## src/rtl/uart_pkg.sv

```systemverilog
// Shared definitions for the UART receive frame path: FSM state encoding,
// default inter-sample timeout and the legal data-width range.
package uart_pkg;

  typedef enum logic [2:0] {
    ST_IDLE   = 3'd0,
    ST_START  = 3'd1,
    ST_DATA   = 3'd2,
    ST_PARITY = 3'd3,
    ST_STOP   = 3'd4
  } rx_state_t;

  localparam int DEF_TIMEOUT_CYC = 6000;
  localparam int DATA_BITS_MIN   = 5;
  localparam int DATA_BITS_MAX   = 8;

endpackage

```

## src/rtl/uart_rx_hold.sv

```systemverilog
// Output holding register for received bytes with overrun detection.
//
// Handshake: rx_valid/rx_ready follow strict valid/ready semantics. A byte is
// transferred on every rising edge where rx_valid and rx_ready are both high.
// While rx_valid is high and rx_ready is low, rx_data is frozen. A new byte
// (load) is accepted when the register is empty or is being drained on the
// same edge; otherwise the new byte is dropped and overrun pulses for one cycle.
module uart_rx_hold
  import uart_pkg::*;
#(
  parameter int DATA_BITS = 8
) (
  input  logic                 clk,
  input  logic                 rst_n,
  input  logic                 load,
  input  logic [DATA_BITS-1:0] load_data,
  input  logic                 rx_ready,
  output logic [DATA_BITS-1:0] rx_data,
  output logic                 rx_valid,
  output logic                 overrun
);

  logic can_load;

  assign can_load = !rx_valid || rx_ready;

  // Hold register: load on free slot, clear on drain, flag dropped bytes.
  always_ff @(posedge clk) begin
    if (!rst_n) begin
      rx_data  <= '0;
      rx_valid <= 1'b0;
      overrun  <= 1'b0;
    end else begin
      overrun <= 1'b0;
      if (load && can_load) begin
        rx_data  <= load_data;
        rx_valid <= 1'b1;
      end else begin
        if (rx_valid && rx_ready) rx_valid <= 1'b0;
        if (load)                 overrun  <= 1'b1;
      end
    end
  end

endmodule

```

## src/rtl/uart_rx_frame.sv

```systemverilog
// UART receive framer: turns voted bit samples from the bit sampler into
// bytes, with start-glitch rejection, stop-bit checking and an inter-sample
// timeout. Optional parity checking is compiled in when the macro
// UART_RX_PARITY_EN is defined; without it the PARITY state is never entered
// and parity_err is tied low. The current FSM state is exported on dbg_state.
module uart_rx_frame
  import uart_pkg::*;
#(
  parameter int DATA_BITS   = 8,
  parameter int TIMEOUT_CYC = DEF_TIMEOUT_CYC,
  parameter int PARITY_ODD  = 0
) (
  input  logic                 clk,
  input  logic                 rst_n,
  input  logic                 start_flag,
  input  logic                 samp_valid,
  input  logic                 samp_bit,
  output logic                 bps_en,
  output logic [DATA_BITS-1:0] rx_data,
  output logic                 rx_valid,
  input  logic                 rx_ready,
  output logic                 frame_err,
  output logic                 parity_err,
  output logic                 overrun,
  output rx_state_t            dbg_state
);

  localparam int CNT_W = $clog2(DATA_BITS_MAX);
  localparam int TMO_W = $clog2(TIMEOUT_CYC + 1);
  localparam logic [CNT_W-1:0] BIT_LAST = CNT_W'(DATA_BITS - 1);
  localparam logic [TMO_W-1:0] TMO_LAST = TMO_W'(TIMEOUT_CYC - 1);

  // Reject unsupported configurations at elaboration.
  if (DATA_BITS < DATA_BITS_MIN || DATA_BITS > DATA_BITS_MAX ||
      PARITY_ODD < 0 || PARITY_ODD > 1 || TIMEOUT_CYC < 2) begin : g_bad_cfg
    $error("uart_rx_frame: unsupported parameter value");
  end

  rx_state_t            state;
  logic [CNT_W-1:0]     bit_cnt;
  logic [TMO_W-1:0]     tmo_cnt;
  logic [DATA_BITS-1:0] shreg;
  logic                 timeout;
  logic                 deliver;

  assign dbg_state = state;

  // A timeout only fires when no sample arrives on the expiring cycle.
  assign timeout = (state != ST_IDLE) && !samp_valid && (tmo_cnt == TMO_LAST);

`ifdef UART_RX_PARITY_EN
  logic perr;
  logic exp_par;

  // Even parity: parity bit equals XOR of data; odd parity: its inverse.
  assign exp_par = (^shreg) ^ (PARITY_ODD != 0);
  assign deliver = (state == ST_STOP) && samp_valid && samp_bit && !perr;
`else
  assign deliver = (state == ST_STOP) && samp_valid && samp_bit;
  assign parity_err = 1'b0;
`endif

  // Frame FSM with registered bps_en and error pulses.
  always_ff @(posedge clk) begin
    if (!rst_n) begin
      state     <= ST_IDLE;
      bit_cnt   <= '0;
      tmo_cnt   <= '0;
      shreg     <= '0;
      bps_en    <= 1'b0;
      frame_err <= 1'b0;
`ifdef UART_RX_PARITY_EN
      perr       <= 1'b0;
      parity_err <= 1'b0;
`endif
    end else begin
      frame_err <= 1'b0;
`ifdef UART_RX_PARITY_EN
      parity_err <= 1'b0;
`endif
      if (state == ST_IDLE || samp_valid) tmo_cnt <= '0;
      else                                tmo_cnt <= tmo_cnt + 1'b1;

      if (timeout) begin
        state     <= ST_IDLE;
        bps_en    <= 1'b0;
        frame_err <= 1'b1;
        tmo_cnt   <= '0;
      end else begin
        case (state)
          ST_IDLE: begin
            if (start_flag) begin
              state  <= ST_START;
              bps_en <= 1'b1;
            end
          end
          ST_START: begin
            if (samp_valid) begin
              if (samp_bit) begin
                state  <= ST_IDLE;
                bps_en <= 1'b0;
              end else begin
                state   <= ST_DATA;
                bit_cnt <= '0;
              end
            end
          end
          ST_DATA: begin
            if (samp_valid) begin
              shreg <= {samp_bit, shreg[DATA_BITS-1:1]};
              if (bit_cnt == BIT_LAST) begin
                bit_cnt <= '0;
`ifdef UART_RX_PARITY_EN
                state   <= ST_PARITY;
`else
                state   <= ST_STOP;
`endif
              end else begin
                bit_cnt <= bit_cnt + 1'b1;
              end
            end
          end
`ifdef UART_RX_PARITY_EN
          ST_PARITY: begin
            if (samp_valid) begin
              perr  <= (samp_bit != exp_par);
              state <= ST_STOP;
            end
          end
`endif
          ST_STOP: begin
            if (samp_valid) begin
              state  <= ST_IDLE;
              bps_en <= 1'b0;
              if (!samp_bit) begin
                frame_err <= 1'b1;
`ifdef UART_RX_PARITY_EN
              end else if (perr) begin
                parity_err <= 1'b1;
`endif
              end
            end
          end
          default: begin
            state  <= ST_IDLE;
            bps_en <= 1'b0;
          end
        endcase
      end
    end
  end

  uart_rx_hold #(
    .DATA_BITS (DATA_BITS)
  ) u_hold (
    .clk       (clk),
    .rst_n     (rst_n),
    .load      (deliver),
    .load_data (shreg),
    .rx_ready  (rx_ready),
    .rx_data   (rx_data),
    .rx_valid  (rx_valid),
    .overrun   (overrun)
  );

endmodule

```

## config.mk

```make
export PLATFORM = sky130hd
export DESIGN_NAME = uart_rx_frame
export DESIGN_NICKNAME = d
export VERILOG_FILES = /design/src/rtl/uart_pkg.sv /design/src/rtl/uart_rx_hold.sv /design/src/rtl/uart_rx_frame.sv
export SDC_FILE = /design/constraint.sdc
export NUM_CORES = 1
export LEC_CHECK = 0
export BUFFER_PORTS_ARGS = -buffer_cell sky130_fd_sc_hd__clkbuf_2
export CAP_MARGIN = 20
export CORE_ASPECT_RATIO = 0.6
export CORE_MARGIN = 4
export CORE_UTILIZATION = 45
export DETAILED_ROUTE_END_ITERATION = 8
export PLACE_DENSITY = 0.67
export SLEW_MARGIN = 20
export SYNTH_ARGS = -nofsm -noshare
export SYNTH_HDL_FRONTEND = slang
export SYNTH_SLANG_ARGS = --single-unit
```

## constraint.sdc

```tcl
create_clock -name clk -period 1.5 [get_ports clk]
set_clock_uncertainty 0.05 [all_clocks]
set_input_delay 0.15 -clock clk [delete_from_list [all_inputs] [get_ports clk]]
set_output_delay 0.15 -clock clk [all_outputs]
set_load 0.01 [all_outputs]
```

* After elaboration in Yosys (flattened, before gate mapping)
Index checks and enable logic that the tools add are counted.
Word-level totals: register bits after elaboration 39, logic and storage cells 71
Operators by class: add/subtract/negate cells 2, eq/ne operators 12, mux-type cells 24, bitwise logic cells 3, reduce and logical (&&, ||, !) cells 21
Operators by type and width (count):
- $mux 3 | 9
- $reduce_and 5->1 | 3
- $ne 2x2->1 const B | 7
- $add 13x1->13 const B | 1
- $eq 13x13->1 const B | 1
- $pmux 3 s4 | 1
- $mux 1 | 11
- $eq 3x3->1 const B | 2
- $logic_and 1x1->1 | 6
- $pmux 3 s2 | 1
- $pmux 1 s4 | 1
- $reduce_bool 2->1 | 2
- $reduce_or 2->1 | 2
- $add 3x1->3 const B | 1
- $eq 3x1->1 const B | 1
- $eq 3x2->1 const B | 1
- $logic_not 3->1 | 1
- $not 1->1 | 3
- $reduce_and 3->1 | 1
- $reduce_bool 3->1 | 1
- $reduce_or 3->1 | 1
- $logic_not 1->1 | 2
- $logic_or 1x1->1 | 2
- $mux 2 | 1

* Longest topological paths before layout
Gate-level depths: netlist of run 1.
depth after elaboration 5, mapped depth 6, mapped depth without buffers 5

* Modules after synthesis
A second synthesis of run 1 with hierarchy kept.
Unflattened totals: cell total of the unflattened synthesis 197, area, all modules 1781.7 um^2
Modules (own cells, without submodules):
- uart_rx_frame | times used 1, cells an instance 156, area an instance 1377.6 um^2, sequential area each 580.6 um^2
- uart_rx_hold | times used 1, cells an instance 41, area an instance 404.1 um^2, sequential area each 200.2 um^2

* Worst setup path after synthesis of run 1
OpenSTA, ideal clock, no wires.
path type register to register, start point register tmo_cnt[0], end point register tmo_cnt[10], library setup time 0.117 ns, data arrival time 1.282 ns, data required time 1.333 ns, path slack 0.051 ns, cell stages (with the launch flop) 7, path through dfxtp_1 -> ha_1 -> and3_1 -> nand4_1 -> nand3_1 -> buf_2 -> nor2_1
On the way: word-level cells in the longest chain between the ends 3, elaborated cells on any way between the ends 4, classes of those cells add/sub: 1; eq/ne: 1; reduce/logical: 2
RTL lines:
- start, declared | RTL line uart_rx_frame.sv:41 | logic [TMO_W-1:0] tmo_cnt;
- start signal, assigned | RTL line uart_rx_frame.sv:82 | else tmo_cnt <= tmo_cnt + 1'b1;
- branches (longest 3 deep; another with $add 13x1->13)
Parallel ways; which one is timed is not known. A chain may end at the register's enable or synchronous reset.

* Final worst setup path of run 1
start point register tmo_cnt[1], end point register tmo_cnt[11]
Same word-level chain as after synthesis.

==> impl_summary.md, run 1 <==
Outcome
The run finished, with violations left. The checks that failed: negative setup slack.

Power and ir drop
The maximum VDD drop is 0.577 mV. The static power due to leakage is 0.861 nW. Total power for the finished layout comes to 1.96 mW. Power spread over the standard cell area amounts to 854 nW/um^2.

Global route
The global-route wire length before repair is 6280 um. The total global-route track usage is 0.160. The via count of the first global-routing pass came to 1363. The maximum number of pins on one net before global-route repair is 15. After global routing the overflow that remains totals 0. The number of antenna violations at the first check in global routing is 0.

Timing
Dividing the final minimum period by the clock period gives 1.03. Setup repair after global routing could not meet its margin everywhere. The hold violation count in the final report is 0. The highest achievable clock rate is 0.647 GHz. The worst setup slack after layout is -0.0452 ns.

Setup violations remaining at the end of the flow were counted as 18. The total count of max-transition violations in the final report came to 0. The final critical-path required period is 1.55 ns.

Finish
The filler cell count in the final layout is 296. The finished layout holds 266 standard cells, fillers aside. The sequential cells in the finished layout cover a total of 786 sq um. The combined area of the multi-input logic cells is 1020 sq um. The area overhead of the layout relative to synthesis is 30.5%. In the final layout, the share of cells above drive strength 1 is 0.361.

The number of antenna diodes is 0. The number of nets in the final layout is 227. The most common library cell in the layout ignoring fill and taps is sky130_fd_sc_hd__dfxtp_1. In the layout the commonest cells are sky130_fd_sc_hd__dfxtp_1, sky130_fd_sc_hd__nor2b_1, sky130_fd_sc_hd__clkbuf_2.

Clock tree
After clock tree synthesis, the clock-pin slew on the worst setup and hold paths is 0.07 ns. The clock sink count is 39. TritonCTS built the clock tree. TritonCTS created 5 clock buffers. The buffer cell driving the clock tree root is sky130_fd_sc_hd__clkbuf_8. For this design, the CTS-stage hold fixing added 0 buffers.

The clock reaches the later pin of the worst-skew pair after 0.29 ns. The H-tree generated during clock tree synthesis spans 2 levels. The number of buffers on the longest clock path is 2.

Die
The floorplan step defined a core boundary enclosing 3720 sq um. The floorplan step defined a die boundary enclosing 5000 sq um. The die is 88.7 um wide. The count of boundary I/O pins is 22. The initial standard-cell utilization of the core is 0.472. The row count is 17. The die is 56.4 um tall.

Route
Detailed routing inserted a total of 1427 vias. The average wire per cell in the routed design is 14.9 um. The total wirelength of the detailed-routed design is 3970 um.

The number of remaining DRC errors is 0. Using the TritonRoute via totals, the vias-per-cell ratio works out to 5.36. The count of nets left with antenna violations once routing finished came out at 0. After the first detailed-routing iteration, the DRC count stood at 94. For this run, the detailed router's first-pass iteration total came to 4.

Yosys
The flop and latch count out of synthesis is 39. Yosys mapped a number of flops with a built-in enable equal to 0. Of the synthesized area, sequential elements account for 0.444. The cell count after synthesis is 180. The count of distinct cell types in the synthesized netlist is 38.

The cell area that synthesis handed to floorplanning was 1760 sq um. Among all flip-flop cells after synthesis, the most frequent one is sky130_fd_sc_hd__dfxtp_1. By area the synthesized netlist is led by sky130_fd_sc_hd__dfxtp_1, sky130_fd_sc_hd__mux2i_1, sky130_fd_sc_hd__nor2b_1. Yosys printed 0 warnings. The average instance in the mapped netlist occupies 9.77 sq um.

The number of nets in the synthesized netlist is 189. For this run, asynchronously set or reset flops after synthesis account for 0. Of the post-synthesis cell area, the dominant cell type holds 0.444. sky130_fd_sc_hd__dfxtp_1 takes more of the synthesized area than any other cell.

Setup path
STA classifies the critical path endpoint as a flip-flop. The startpoint of the lowest-slack register-to-register path is tmo_cnt[1]. STA classifies the critical path startpoint as a flip-flop. In this run the worst path has a maximum fanout of 6.

The cell depth of the worst flop-to-flop path is 7. The worst setup path is of the reg2reg kind. The critical path goes through ha_4, and3_4, nand4_1, buf_4, nand3_4, clkbuf_16, nor2_2. The total buffers and inverters traversed by the critical path is 2.

The data arrival time of the critical path is 1.67 ns. Counting buffers and inverters, the worst setup path is 7 cells deep. The required time of the critical path is 1.62 ns. Tracing the worst setup path back leads to its startpoint at tmo_cnt[1]. The cell with the largest stage delay on the worst path is sky130_fd_sc_hd__dfxtp_2. The largest stage delay on the critical path is 0.36 ns. The kind of cell with the highest combined delay along the critical path is simple AND/OR/NAND/NOR gates.

Worst hold path
The worst hold path startpoint is start_flag. Along the worst hold path, the cell count comes to 3. The type of the worst min-delay path is in2reg.

Flow run
The total of max-cap violations is 0.

Placement
Detailed placement ended at an HPWL of 2680 um. Routability-driven placement finished with a final weighted congestion of 0.749. In this run the tool buffered the top-level ports with 20 buffer cells. After detailed placement, the design holds a cell count of 252.
## final timing paths
kind                       end  slack, ns
setup reg to reg   tmo_cnt[11]      -0.05
hold / removal    dbg_state[0]       0.19
setup / recovery   tmo_cnt[11]      -0.05
hold reg to reg     bit_cnt[2]       0.45
## state kept, by name, summed over array words and instances, names as in the netlist
name / cells
u_hold.rx_valid: 1
bit_cnt: 3
bps_en: 1
u_hold.overrun: 1
u_hold.rx_data: 8
shreg: 8
tmo_cnt: 13
frame_err: 1
dbg_state: 3
## cells in the mapped netlist, types with 2 or more instances
master / number
sky130_fd_sc_hd__dfxtp_1: 39
sky130_fd_sc_hd__nor2_1: 20
sky130_fd_sc_hd__nor2b_1: 20
sky130_fd_sc_hd__mux2i_1: 19
sky130_fd_sc_hd__nor3_1: 7
sky130_fd_sc_hd__nand3_1: 6
sky130_fd_sc_hd__nand4_1: 6
sky130_fd_sc_hd__xor2_1: 6
sky130_fd_sc_hd__nand2_1: 5
sky130_fd_sc_hd__xnor2_1: 5
sky130_fd_sc_hd__and3_1: 4
sky130_fd_sc_hd__buf_2: 4
sky130_fd_sc_hd__inv_1: 4
sky130_fd_sc_hd__buf_4: 3
sky130_fd_sc_hd__ha_1: 3
sky130_fd_sc_hd__a32oi_1: 2
sky130_fd_sc_hd__buf_6: 2
sky130_fd_sc_hd__clkbuf_1: 2
sky130_fd_sc_hd__nor3b_1: 2
sky130_fd_sc_hd__o21a_1: 2
sky130_fd_sc_hd__o21ai_0: 2
## repair_timing
item / in CTS / in global routing
gates resized for setup: 1 / 34
pin swaps: 0 / 13
buffers inserted: 3 / 2
endpoints found under the setup margin: 1 / 34
gates cloned: 0 / 1
## final cells by class
cell class | instances | area share
multi-input cells | 126 | 0.444
well taps | 47 | 0.0256
inverters | 4 | 0.00654
repair buffers | 42 | 0.136
flip-flops and latches | 39 | 0.342
clock buffers | 7 | 0.0420
clock inverters | 1 | 0.00327
## worst register-to-register path, cell delays in order, from the launching register on
cell and delay, ns:
sky130_fd_sc_hd__dfxtp_2 0.36, sky130_fd_sc_hd__ha_4 0.13, sky130_fd_sc_hd__and3_4 0.18, sky130_fd_sc_hd__nand4_1 0.19, sky130_fd_sc_hd__buf_4 0.21, sky130_fd_sc_hd__nand3_4 0.10, sky130_fd_sc_hd__clkbuf_16 0.17, sky130_fd_sc_hd__nor2_2 0.05
## per-stage QoR
| stage | utilization | area, sq um | hold slack, ns | setup TNS (ns) | setup WS (ns) |
|---|---|---|---|---|---|
| after floorplan | - | 1760 | 0.246 | 0 | 0.0512 |
| after global placement | 0.531 | 1980 | 0.403 | 0 | 0.0987 |
| after detailed placement | 0.531 | 1980 | 0.430 | -0.0388 | -0.0388 |
| after CTS | 0.569 | 2120 | 0.156 | 0 | 0.00221 |
| after global routing | 0.616 | 2290 | 0.191 | -2.52 | -0.140 |
| final | 0.616 | 2290 | 0.185 | -0.398 | -0.0452 |
## cell families (layout without fill, tap and decap cells)
family | count (synthesis) | in the layout | share of synthesized area
compound gates | 11 | 11 | 0.0463
xor+xnor | 11 | 11 | 0.0548
fa+ha+maj | 3 | 3 | 0.0214
buf+inv | 15 | 54 | 0.0498
flops | 39 | 39 | 0.444
mux | 19 | 19 | 0.108
other cells | 1 | 1 | 0.00213
simple gates | 81 | 81 | 0.273
## power by group
| group | switching, mW | internal (mW) | total [mW] |
|---|---|---|---|
| Clock | 0.356 | 0.418 | 0.774 |
| Sequential | 0.00821 | 1.04 | 1.05 |
| Combinational | 0.0747 | 0.0586 | 0.133 |
## routing by layer
| metal | up-vias | GRT usage | part of all wire |
|---|---|---|---|
| li1 | 694 | - | - |
| met4 | 0 | 0.0539 | 0.0076 |
| met5 | - | 0 | 0 |
| met1 | 679 | 0.210 | 0.47 |
| met3 | 2 | 0.0499 | 0.051 |
| met2 | 52 | 0.245 | 0.47 |
Power figures use the tool's default switching activity.
==> run 2: changes to the inputs <==
ABC_AREA = 1   (was not set)
CAP_MARGIN = not set   (was 20)
CTS_CLUSTER_SIZE = 20   (was not set)
==> run 2 against run 1 <==
Net effect:
- the run now ends clean
- die area is 2.0% lower
- maximum frequency increased by 9.9%
- wire length down 9.6%
- worst hold slack got worse by 0.043 ns
- clock-buffer cell count unchanged
- non-clock buffer count decreased by 15
- sequential share of layout area grew 4.0 points
- area after synthesis decreased by 2.3%
- clock power shrank 11%
- cell count increased by 21%
==> impl_summary.md, run 2 <==
Yosys
The area share of xor/xnor cells in the synthesized design was 0.0306 (-0.0242). Sorting the synthesized cells by area gives the leading types as sky130_fd_sc_hd__dfxtp_1, sky130_fd_sc_hd__nor2_1, sky130_fd_sc_hd__nand2_1. The simple-gate portion of the synthesized area was 0.316 (+0.0428). After synthesis, the largest family of logic cells by area is simple AND/OR/NAND/NOR gates.

The share of synthesized area spent on multiplexers came to 0 (-0.108). The portion of the post-synthesis area used by sequential elements was 0.454 (+0.0104). The proportion of netlist area held by the largest area contributor came to 0.454 (+0.0104). The yosys synthesis warning count was 0 (unchanged). Among all cell types in the netlist, the one instantiated most often is sky130_fd_sc_hd__nor2_1. The cell count after synthesis is 243 (+35%).

The synthesized netlist net count is 252 (+33%). The flop and latch count out of synthesis is 39 (unchanged). The average size of a mapped cell is 7.07 sq um (-28%). The number of enable flip-flop cells after synthesis is 0 (unchanged). The netlist area before placement is 1720 sq um (-2.3%).

The largest area contributor in the netlist is sky130_fd_sc_hd__dfxtp_1. The post-synthesis adder-cell area fraction is 0.0218 (+0.000498). The complex-gate fraction of the synthesized area is 0.0918 (+0.0455). The share of flip-flops with an asynchronous set or reset after synthesis is 0 (unchanged).

The dominant register cell in the synthesized netlist is sky130_fd_sc_hd__dfxtp_1. After synthesis, the most frequently instantiated cells are sky130_fd_sc_hd__nor2_1, sky130_fd_sc_hd__nand2_1, sky130_fd_sc_hd__dfxtp_1. The count of distinct cell types in the synthesized netlist is 22 (-42%).

Timing
The hold violation count in the final report is 0 (unchanged). The final critical-path required period is 1.41 ns (-0.139 ns). The worst setup slack after layout is 0.0942 ns (+0.139 ns). The final critical-path share of the clock period is 0.937 (-0.0929). The post-route setup TNS came to 0 ns (+0.398 ns). The setup violation total in the final timing report came to 0 (-18). The total count of max-transition violations in the final report is 0 (unchanged). The highest achievable clock rate came to 0.711 GHz (+9.9%).

Setup path
STA classifies the critical path startpoint as a flip-flop. The required time of the critical path is 1.65 ns (+0.03 ns). The worst-case register-to-register setup slack is 0.09 ns (+0.14 ns). The largest driver fanout on the critical path is 5 (-1). The launching instance or port of the critical path is tmo_cnt[0].

The type of destination of the critical path is a flip-flop. The startpoint-to-endpoint class of the critical path is reg2reg. The end point of the critical path is dbg_state[0]. The startpoint of the lowest-slack register-to-register path is tmo_cnt[0]. The cell depth of the worst flop-to-flop path is 9 (+2). The worst register-to-register path ends at dbg_state[0]. The data arrival time of the critical path was 1.56 ns (-0.11 ns).

Finish
The number of antenna diodes is 0 (unchanged). Leaving out fill and tap cells, the most frequent cell in the layout is sky130_fd_sc_hd__nor2_1. The combined area of the multi-input logic cells was 848 sq um (-17%).

The filler cell count in the final layout came to 366 (+24%). The layout cell share with drive strength beyond 1 is 0.175 (-0.186). The area overhead of the layout relative to synthesis is 19.2%. The area used by sequential logic in the layout is 783 sq um (-0.32%). The library cells used most frequently in the layout, excluding fill and tap cells, are sky130_fd_sc_hd__nor2_1, sky130_fd_sc_hd__nand2_1, sky130_fd_sc_hd__dfxtp_1. tmo_cnt holds more flip-flops than any other register. The largest registers in the layout are tmo_cnt (13), shreg (8), u_hold.rx_data (8).

The number of nets in the final layout is 282 (+24%). The final core area utilization is 0.556 (-0.0602). The flip-flop count of the largest register, all copies and words added is 13 (unchanged).

Route
The vias per cell was 4.78 (-11%). The average wire per cell in the routed design is 11.2 um (-25%). The total number of vias was 1534 (+7.5%). The total wirelength of the detailed-routed design came to 3590 um (-9.6%). The number of antenna-violating nets in the routed design came to 0 (unchanged). The number of remaining DRC errors is 0 (unchanged). The total iterations of the first detailed-routing run is 4 (unchanged). The iteration-0 DRC count of the detailed router is 83 (-12%).

Clock tree
The buffer cell driving the clock tree root is sky130_fd_sc_hd__clkbuf_8. The buffer count from post-CTS setup fixing is 0 (-3). The number of CTS-inserted buffers is 5 (unchanged). The number of buffers on the longest clock path was 2 (unchanged).

The H-tree level count was 2 (unchanged). The cts-stage hold buffer count is 0 (unchanged). The clock-pin slew reported for the worst setup and hold paths after clock tree synthesis is 0.07 ns (about the same). The CTS tree is done. The clock insertion delay at the later pin of the skew report was 0.29 ns (about the same). The clock sink count was 39 (unchanged).

Power and ir drop
The part of the total power dissipated in sequential elements is 0.508 (-0.029). The cell internal power dissipation is 1.56 mW (+2.5%). The net switching component of the power is 0.644 mW (+47%). The static power due to leakage came to 0.907 nW (+5.4%). The power density normalized to cell area is 1080 nW/um^2 (+26%).

The maximum VDD drop is 0.472 mV (-18%). The relative contribution of the clock network to total power is 0.313 (-0.082). The switching power as a share of total power is 0.293 (+0.0683).

The power share of the combinational group is 0.179 (+0.111).

Global route
The total global-route track usage was 0.158 (-0.00121). The overflow left after global routing is 0 (unchanged). The global-route wire length before repair is 6150 um (-2.1%). The maximum number of pins on one net before global-route repair was 19 (+4).

The number of antenna violations at the first check in global routing came to 0 (unchanged). The via count of the first global-routing pass was 1377 (+1.0%).

Die
The area of the die came to 4900 sq um (-2.0%). The die height is 55.9 um (-0.98%). The initial standard-cell utilization of the core came to 0.467 (-0.00542). The count of boundary I/O pins is 22 (unchanged). The width of the die was 87.8 um (-1.0%). The core outline area is 3680 sq um (-1.1%). The row count is 17 (unchanged).

Outcome
The flow ran to the end, and the final reports show no timing, DRC or antenna violations.

Worst hold path
The worst hold path startpoint is samp_bit. The type of the worst min-delay path is in2reg.

Flow run
The total of max-cap violations was 0 (unchanged).

Placement
The half-perimeter wire length after detailed placement is 2620 um (-2.2%). The weighted congestion reported at the end of routability-driven placement was 0.841 (+12%). The placement-stage worst setup slack is -0.0345 ns (+0.00422 ns).

The number of port buffers was 20 (unchanged).
run 2: cell types whose count changed in the layout (fill, tap and decap cells not counted), sizes merged, moves of 14 or more:
cell | before | now
mux2i | 19 | 0
o21ai | 3 | 19
buf | 21 | 7
inv | 4 | 32
nor2 | 20 | 62
nor2b | 21 | 0
nand2 | 5 | 43
run 2: worst min-delay path by stage:
stage | end | slack [ns] | cells after the start
after detailed placement | bit_cnt[1] | 0.41 | 2
after global routing | u_hold.overrun | 0.16 | 3
after CTS | u_hold.overrun | 0.12 | 3
final | u_hold.overrun | 0.14 | 3
after floorplan | bit_cnt[2] | 0.26 | 2
after global placement | bit_cnt[1] | 0.41 | 2
run 2: metal layers:
metal / part of all wire / GRT usage / vias to the layer above / wire (um)
li1: - / - / 824 / -
met1: 0.56 / 0.245 / 667 / 2000
met2: 0.37 / 0.196 / 37 / 1320
met3: 0.064 / 0.0651 / 6 / 231
met4: 0.011 / 0.0394 / 0 / 39
met5: 0 / 0 / - / 0
run 2: per-stage QoR:
| step | hold slack, ns | instances | area (sq um) | power (mW) |
|---|---|---|---|---|
| global placement | 0.410 | 313 | 1910 | 1.52 |
| finish | 0.143 | 321 | 2050 | 2.20 |
| detailed placement | 0.411 | 313 | 1910 | 1.52 |
| global route | 0.162 | 321 | 2050 | 2.34 |
| CTS | 0.120 | 321 | 1990 | 2.21 |
| floorplan | 0.265 | 243 | 1720 | 1.40 |
run 2: power by group through the flow:
stage	clock network (mW)	logic [mW]	registers, mW
global placement	0	0.377	1.14
detailed placement	0	0.378	1.14
finish	0.688	0.395	1.12
floorplan	0	0.237	1.16
CTS	0.705	0.384	1.12
global route	0.751	0.462	1.13
run 2: cell type report:
type | instances | area share
multi-input cells | 168 | 0.414
flip-flops and latches | 39 | 0.383
repair buffers | 27 | 0.0746
inverters | 32 | 0.0599
clock buffers | 7 | 0.0373
well taps | 47 | 0.0287
clock inverters | 1 | 0.00244
run 2: logic make-up after synthesis:
group	after synthesis
buffers and inverters	36
adder cells (fa/ha/maj)	3
AO/OA/AOI/OAI	28
AND/OR/NAND/NOR	130
other	1
flip-flops	39
XOR/XNOR	6
run 2: what timing repair did:
action | in CTS | in global routing
setup endpoints to repair | 13 | 29
pin swaps | 0 | 3
gates resized for setup | 1 | 15
run 2: worst max-delay path: stages, from the launching register on:
cell and delay [ns]:
sky130_fd_sc_hd__dfxtp_2 0.33, sky130_fd_sc_hd__ha_2 0.18, sky130_fd_sc_hd__nand2_1 0.08, sky130_fd_sc_hd__nor2_4 0.16, sky130_fd_sc_hd__nand2_2 0.09, sky130_fd_sc_hd__nor2_4 0.11
sky130_fd_sc_hd__a21oi_4 0.07, sky130_fd_sc_hd__buf_4 0.15, sky130_fd_sc_hd__nand2_1 0.06, sky130_fd_sc_hd__nor2_1 0.04
